===== src/rtl/keypad_pkg.sv =====
// Shared constants and event record for the 5x4 keypad scanner and its event FIFO.
package keypad_pkg;
  localparam int KP_ROWS       = 5;
  localparam int KP_COLS       = 4;
  localparam int KP_CODE_W     = 5;
  localparam int KP_FIFO_DEPTH = 4;
  localparam int KP_KEYS       = KP_ROWS * KP_COLS;

  typedef struct packed {
    logic                 press;
    logic [KP_CODE_W-1:0] code;
  } kp_evt_t;

  // Key code = row*4 + col.
  function automatic logic [KP_CODE_W-1:0] kp_code(input logic [2:0] row, input logic [1:0] col);
    return {row, 2'b00} + {3'b000, col};
  endfunction
endpackage


===== src/rtl/keypad_evt_fifo.sv =====
// Small event FIFO: simultaneous push and pop on a full FIFO both succeed; a push
// into a full FIFO without a pop is dropped and flagged on drop_o.
module keypad_evt_fifo
  import keypad_pkg::*;
(
  input  logic    clk,
  input  logic    rst,
  input  logic    push_i,
  input  kp_evt_t push_data_i,
  input  logic    pop_i,
  output kp_evt_t head_o,
  output logic    full_o,
  output logic    empty_o,
  output logic    drop_o
);
  localparam int PW = $clog2(KP_FIFO_DEPTH);

  kp_evt_t       mem_q [KP_FIFO_DEPTH];
  kp_evt_t       mem_d [KP_FIFO_DEPTH];
  logic [PW-1:0] wr_q, wr_d, rd_q, rd_d;
  logic [PW:0]   cnt_q, cnt_d;
  logic          do_push, do_pop;

  always_comb begin
    full_o  = (cnt_q == (PW+1)'(KP_FIFO_DEPTH));
    empty_o = (cnt_q == '0);
    do_pop  = pop_i && !empty_o;
    do_push = push_i && (!full_o || do_pop);
    drop_o  = push_i && full_o && !do_pop;
    head_o  = empty_o ? '0 : mem_q[rd_q];

    mem_d = mem_q;
    wr_d  = wr_q;
    rd_d  = rd_q;
    cnt_d = cnt_q;
    if (do_push) begin
      mem_d[wr_q] = push_data_i;
      wr_d        = wr_q + PW'(1);
    end
    if (do_pop) rd_d = rd_q + PW'(1);
    if (do_push && !do_pop) cnt_d = cnt_q + (PW+1)'(1);
    else if (!do_push && do_pop) cnt_d = cnt_q - (PW+1)'(1);
  end

  always_ff @(posedge clk or posedge rst) begin
    if (rst) begin
      for (int i = 0; i < KP_FIFO_DEPTH; i++) mem_q[i] <= '0;
      wr_q  <= '0;
      rd_q  <= '0;
      cnt_q <= '0;
    end else begin
      mem_q <= mem_d;
      wr_q  <= wr_d;
      rd_q  <= rd_d;
      cnt_q <= cnt_d;
    end
  end
endmodule


===== src/rtl/keypad_scanner.sv =====
// 5x4 keypad scanner: one-cold row drive, per-key debounce, press/release events.
// Release events are generated only when KEYPAD_RELEASE_EVT_EN is defined.
module keypad_scanner
  import keypad_pkg::*;
#(
  parameter int SCAN_DIV       = 1000,
  parameter int DEBOUNCE_SCANS = 4
) (
  input  logic                 clk,
  input  logic                 rst,
  output logic [KP_ROWS-1:0]   btn_x,
  input  logic [KP_COLS-1:0]   btn_y,
  output logic [KP_KEYS-1:0]   key_state,
  output logic                 evt_valid,
  input  logic                 evt_ready,
  output logic [KP_CODE_W-1:0] evt_code,
  output logic                 evt_press,
  output logic                 overflow
);
  localparam logic [15:0] DWELL_LAST = 16'(SCAN_DIV - 1);
  localparam logic [3:0]  DB_MAX     = 4'(DEBOUNCE_SCANS);
  localparam logic [3:0]  DB_SAT     = 4'(DEBOUNCE_SCANS - 1);

  logic [KP_COLS-1:0]   sync1_q, sync1_d, sync2_q, sync2_d;
  logic [15:0]          dwell_q, dwell_d;
  logic [2:0]           row_q, row_d;
  logic [3:0]           cnt_q [KP_KEYS];
  logic [3:0]           cnt_d [KP_KEYS];
  logic [KP_KEYS-1:0]   key_state_q, key_state_d;
  logic                 push_q, push_d;
  kp_evt_t              push_evt_q, push_evt_d;
  logic                 overflow_q, overflow_d;

  logic                 sample;
  logic                 committed;
  logic                 level;
  logic [KP_CODE_W-1:0] key;
  kp_evt_t              evt_head;
  logic                 fifo_empty, fifo_drop, fifo_full_unused;

  always_comb begin
    sync1_d     = btn_y;
    sync2_d     = sync1_q;
    sample      = (dwell_q == DWELL_LAST);
    dwell_d     = sample ? '0 : dwell_q + 16'd1;
    row_d       = row_q;
    if (sample) row_d = (row_q == 3'(KP_ROWS - 1)) ? '0 : row_q + 3'd1;

    cnt_d       = cnt_q;
    key_state_d = key_state_q;
    push_d      = 1'b0;
    push_evt_d  = push_evt_q;
    committed   = 1'b0;
    level       = 1'b0;
    key         = '0;
    if (sample) begin
      // Lowest column commits first; later eligible keys wait one count short.
      for (int c = 0; c < KP_COLS; c++) begin
        key   = kp_code(row_q, 2'(c));
        level = ~sync2_q[c];
        if (level == key_state_q[key]) begin
          cnt_d[key] = '0;
        end else if (cnt_q[key] + 4'd1 >= DB_MAX) begin
          if (!committed) begin
            committed        = 1'b1;
            key_state_d[key] = level;
            cnt_d[key]       = '0;
`ifdef KEYPAD_RELEASE_EVT_EN
            push_d           = 1'b1;
`else
            push_d           = level;
`endif
            push_evt_d       = '{press: level, code: key};
          end else begin
            cnt_d[key] = DB_SAT;
          end
        end else begin
          cnt_d[key] = cnt_q[key] + 4'd1;
        end
      end
    end
    overflow_d = overflow_q | fifo_drop;
  end

  always_ff @(posedge clk or posedge rst) begin
    if (rst) begin
      sync1_q     <= '1;
      sync2_q     <= '1;
      dwell_q     <= '0;
      row_q       <= '0;
      for (int i = 0; i < KP_KEYS; i++) cnt_q[i] <= '0;
      key_state_q <= '0;
      push_q      <= 1'b0;
      push_evt_q  <= '0;
      overflow_q  <= 1'b0;
    end else begin
      sync1_q     <= sync1_d;
      sync2_q     <= sync2_d;
      dwell_q     <= dwell_d;
      row_q       <= row_d;
      cnt_q       <= cnt_d;
      key_state_q <= key_state_d;
      push_q      <= push_d;
      push_evt_q  <= push_evt_d;
      overflow_q  <= overflow_d;
    end
  end

  // Handshake: the head event is consumed on any cycle where evt_valid && evt_ready;
  // while evt_valid && !evt_ready the head stays stable.
  keypad_evt_fifo u_fifo (
    .clk         (clk),
    .rst         (rst),
    .push_i      (push_q),
    .push_data_i (push_evt_q),
    .pop_i       (evt_ready),
    .head_o      (evt_head),
    .full_o      (fifo_full_unused),
    .empty_o     (fifo_empty),
    .drop_o      (fifo_drop)
  );

  assign btn_x     = ~(5'b00001 << row_q);
  assign key_state = key_state_q;
  assign evt_valid = !fifo_empty;
  assign evt_code  = evt_head.code;
  assign overflow  = overflow_q;
`ifdef KEYPAD_RELEASE_EVT_EN
  assign evt_press = evt_head.press;
`else
  logic head_press_unused;
  assign head_press_unused = evt_head.press;
  assign evt_press         = 1'b1;
`endif
endmodule


===== config.mk =====
export PLATFORM = sky130hd
export DESIGN_NAME = keypad_scanner
export DESIGN_NICKNAME = d
export VERILOG_FILES = /design/src/rtl/keypad_pkg.sv /design/src/rtl/keypad_evt_fifo.sv /design/src/rtl/keypad_scanner.sv
export SDC_FILE = /design/constraint.sdc
export NUM_CORES = 1
export LEC_CHECK = 0
export BUFFER_PORTS_ARGS = -buffer_cell sky130_fd_sc_hd__buf_2
export CAP_MARGIN = 20
export CORE_ASPECT_RATIO = 0.8
export CORE_MARGIN = 3
export CORE_UTILIZATION = 45
export CTS_CLUSTER_DIAMETER = 120
export CTS_CLUSTER_SIZE = 10
export DETAILED_ROUTE_END_ITERATION = 8
export HOLD_SLACK_MARGIN = 0.12
export PLACE_DENSITY = 0.63
export SETUP_SLACK_MARGIN = 0.05
export SLEW_MARGIN = 20
export SYNTH_ARGS = -nofsm -noshare
export SYNTH_HDL_FRONTEND = slang
export SYNTH_SLANG_ARGS = --single-unit

===== constraint.sdc =====
create_clock -name clk -period 5.65 [get_ports clk]
set_clock_uncertainty 0.05 [all_clocks]
set_input_delay 0 -clock clk [delete_from_list [all_inputs] [get_ports clk]]
set_output_delay 0 -clock clk [all_outputs]
set_load 0.02 [all_outputs]

==> key figures <==
Worst hold path
  • WHS Endpoint: sync1_q[0]$_DFF_PP1_
  • Worst Hold Class: in2reg
  • Min-delay src: btn_y[0]
  • Hold path cells: 2

Placed design
  • RD Place Congestion: approximately 0.87
  • Post-DP HPWL: 11400 um
  • Buffers on Ports: 38
  • Cell Area, Placed: around 0.008 mm^2

Power
  • Switching Fraction: between 20% and 30%
  • Combinational share of power: under 10%
  • Part of the power in registers: between 40% and 50%
  • Peak VDD IR: around 0.2 mV
  • Sw Pwr: 487 uW
  • PD cells: around 280 mW/mm^2
  • Leakage power: 3.93 nW
  • Clock power frac: about 50%
  • P_int: 1.89 mW

Critical path
  • Worst EP required: 5.91 ns
  • Reg2reg start: row_q[1]$_DFFE_PP0P_
  • Worst path max stage delay: roughly 0.66 ns
  • Crit Path Class: reg2reg
  • Register-to-Register Path Depth: 13
  • Crit end category: register
  • Setup crit start kind: register
  • Reg-to-Reg End: key_state[7]$_DFFE_PP0P_
  • Critical path arrival: just over 4 ns
  • CP cell instances: buf_4, nor3b_1, buf_4, and2_1, or2_2, ha_1, nor3_1, nor2_1, o21ai_4, o31ai_4, nor3_4, nand3_2, mux2_4
  • R2R setup slack: 1.80 ns
  • Crit path max fanout: 19
  • Top cell by count, worst path: buf_4
  • Slowest cell on crit path: dfrtp_2

Drt
  • DRT Pass-1 Iters: 5
  • Via count: around 5200
  • DRT Wirelength: approximately 17000 um
  • Post-route ant nets: 0
  • Initial DRC Count: between 300 and 400
  • Remaining DRCs: 0
  • Wire per inst: 17.8 um
  • Vias per cell: ~5.5

Final layout
  • Share of cells above drive strength 1: 20.4%
  • Layout Nets: approximately 740
  • Area delta synth->final: 13.4%
  • Commonest non-fill, non-tap cell in the layout: dfrtp_1
  • Commonest cells after routing, fill and taps aside: dfrtp_1 (152), nand2_1 (76), o21ai_0 (69)
  • Ant diodes: 0
  • Design area: 0.00862 mm^2

Synth
  • Synth Area in Compound Gates: 11.2%
  • Netlist cell types: 66
  • XOR/XNOR share of the synthesized area: around 2.9%
  • Synthesized area per cell: 11.2 um^2
  • Synthesized-area fraction occupied by adder cells: under 10%
  • Post-Synth Simple-Gate Area: 15.7%
  • Largest family of logic cells by synthesized area: simple AND/OR/NAND/NOR gates
  • Synth Register Bits: 161
  • Multiplexer share of the synthesized area: between 10% and 20%
  • Cell area after synthesis: 0.00760 mm^2
  • Syn Inst Count: 678
  • Post-synth EDFFs: 0
  • Sequential-to-total area share from yosys stat: roughly 53%
  • Synth Net Count: 701
  • Asr flop ratio synth: between 90% and 100%
  • Count of yosys warnings during synthesis: 0
  • Most common flop cell mapped by yosys: dfrtp_1

Floorplan
  • Die width: between 150 and 200 um
  • Ports: 40
  • Initial Util: between 40% and 50%
  • FP Rows: 41
  • Core Footprint: around 0.016 mm^2
  • Die height: ~120 um
  • Die area: ~0.018 mm^2

GRT
  • Pin count of the biggest net entering global routing: 115
  • First-pass GRT wire length: 27600 um
  • GRT Residual Overflow: 0
  • Vias in the first global route: ~5300
  • Total GRT Usage: 19.5%
  • Antenna violations before repair: 0

Timing
  • Final setup viols: 0
  • RSZ-0062 raised after global routing: false
  • Max_slew headroom: between 20% and 30%
  • Final period util: roughly two thirds
  • Worst-margin pin slew: about 1.1 ns
  • Highest Clock Rate: 259 MHz
  • Max Transition Viols Final: 0
  • Fin. Hold Viols: 0
  • Final min period: between 3 and 4 ns
  • Post-Route Setup TNS: 0 ns

CTS
  • CTS tree: yes
  • Clock transition at the registers of the reported paths: ~0.060 ns
  • Num Clock Sinks: around 160
  • Clock root buffer: clkbuf_16
  • H-tree depth: 4
  • CTS Buf Count: 17
  • Clock latency at the later pin of the worst-skew pair: 0.42 ns
  • Clock tree buffer depth: 2

Run status
  • Status: complete, no violations

Job
  • Max cap viols: 0
==> worst max-delay path by stage <==
stage | slack, ns | start | to
CTS | 1.80 | row_q[1]$_DFFE_PP0P_ | key_state[7]$_DFFE_PP0P_
finish | 1.80 | row_q[1]$_DFFE_PP0P_ | key_state[7]$_DFFE_PP0P_
global route | 1.58 | row_q[1]$_DFFE_PP0P_ | key_state[7]$_DFFE_PP0P_
detailed placement | 1.83 | row_q[1]$_DFFE_PP0P_ | key_state[7]$_DFFE_PP0P_
floorplan | 1.26 | rst | asynchronous set/reset pin
global placement | 1.89 | row_q[1]$_DFFE_PP0P_ | key_state[7]$_DFFE_PP0P_
==> critical path, delay by kind of cell (launching register included) <==
kind / cells / cell delay [ns]
AOI/OAI and AO/OA: 2 / 0.30
adders and majority gates: 1 / 0.21
buffers and inverters: 2 / 0.56
DFF: 1 / 0.66
muxes: 1 / 0.34
and+or+nand+nor: 7 / 1.62
==> metrics by stage <==
step / worst slack, ns / instances / total power [mW] / utilization (%) / hold WS, ns
6_report: 1.80 / 941 / 2.37 / 53.3 / 0.172
2_1_floorplan: 1.26 / 678 / 1.20 / - / -0.0455
4_1_cts: 1.80 / 940 / 2.41 / 53.2 / 0.150
3_3_place_gp: 1.89 / 902 / 1.21 / 49.1 / 0.0546
5_1_grt: 1.58 / 941 / 2.46 / 53.3 / 0.156
3_5_place_dp: 1.83 / 902 / 1.22 / 49.1 / 0.0572
==> cells by family after synthesis <==
kind of cell,after synthesis
buffers and inverters,48
AOI/OAI and AO/OA,135
muxes,69
DFF,161
xor gates and xnor gates,25
adders and majority gates,16
other,1
and+or+nand+nor,223
==> final cells by class <==
type                    instances  area, um^2
flip-flops and latches        161        4040
inverters                      10        42.5
clock inverters                12         158
well taps                     215         269
repair buffers                 54         333
clock buffers                  20         457
multi-input cells             469        3320
fillers                      1383        7540
==> per-layer routing <==
layer	global-route usage, %	up-vias	share of wire, %
met5	0	-	0
met4	5.15	0	1.2
met3	5.24	10	5.8
met2	28.8	142	45
met1	28.5	2593	48
li1	-	2454	-
==> repair_timing <==
item,4_1_cts,5_1_grt
setup buffers,0,0
hold endpoints to repair,118,0
hold buffers,6,0
resized for setup,0,0
==> power groups by stage <==
| stage | sequential [mW] | combinational [mW] | clock [mW] |
|---|---|---|---|
| 4_1_cts | 1.16 | 0.0369 | 1.21 |
| 2_1_floorplan | 1.18 | 0.0236 | 0 |
| 3_3_place_gp | 1.18 | 0.0325 | 0 |
| 3_5_place_dp | 1.18 | 0.0336 | 0 |
| 5_1_grt | 1.16 | 0.0408 | 1.26 |
| 6_report | 1.16 | 0.0352 | 1.18 |
==> synth_stat cells (11+ instances only) <==
master | instances | share of area (%)
clkbuf_1 | 20 | 0.99
xor2_1 | 12 | 1.4
mux2_2 | 33 | 4.9
o31ai_1 | 11 | 1.1
nand3_1 | 13 | 0.86
nor2_1 | 26 | 1.3
o21ai_0 | 69 | 4.5
dfrtp_1 | 153 | 50
mux2i_1 | 24 | 3.2
xnor2_1 | 13 | 1.5
ha_1 | 15 | 2.5
and2_1 | 50 | 4.1
nand2_1 | 76 | 3.8
Power figures use the tool's default switching activity.
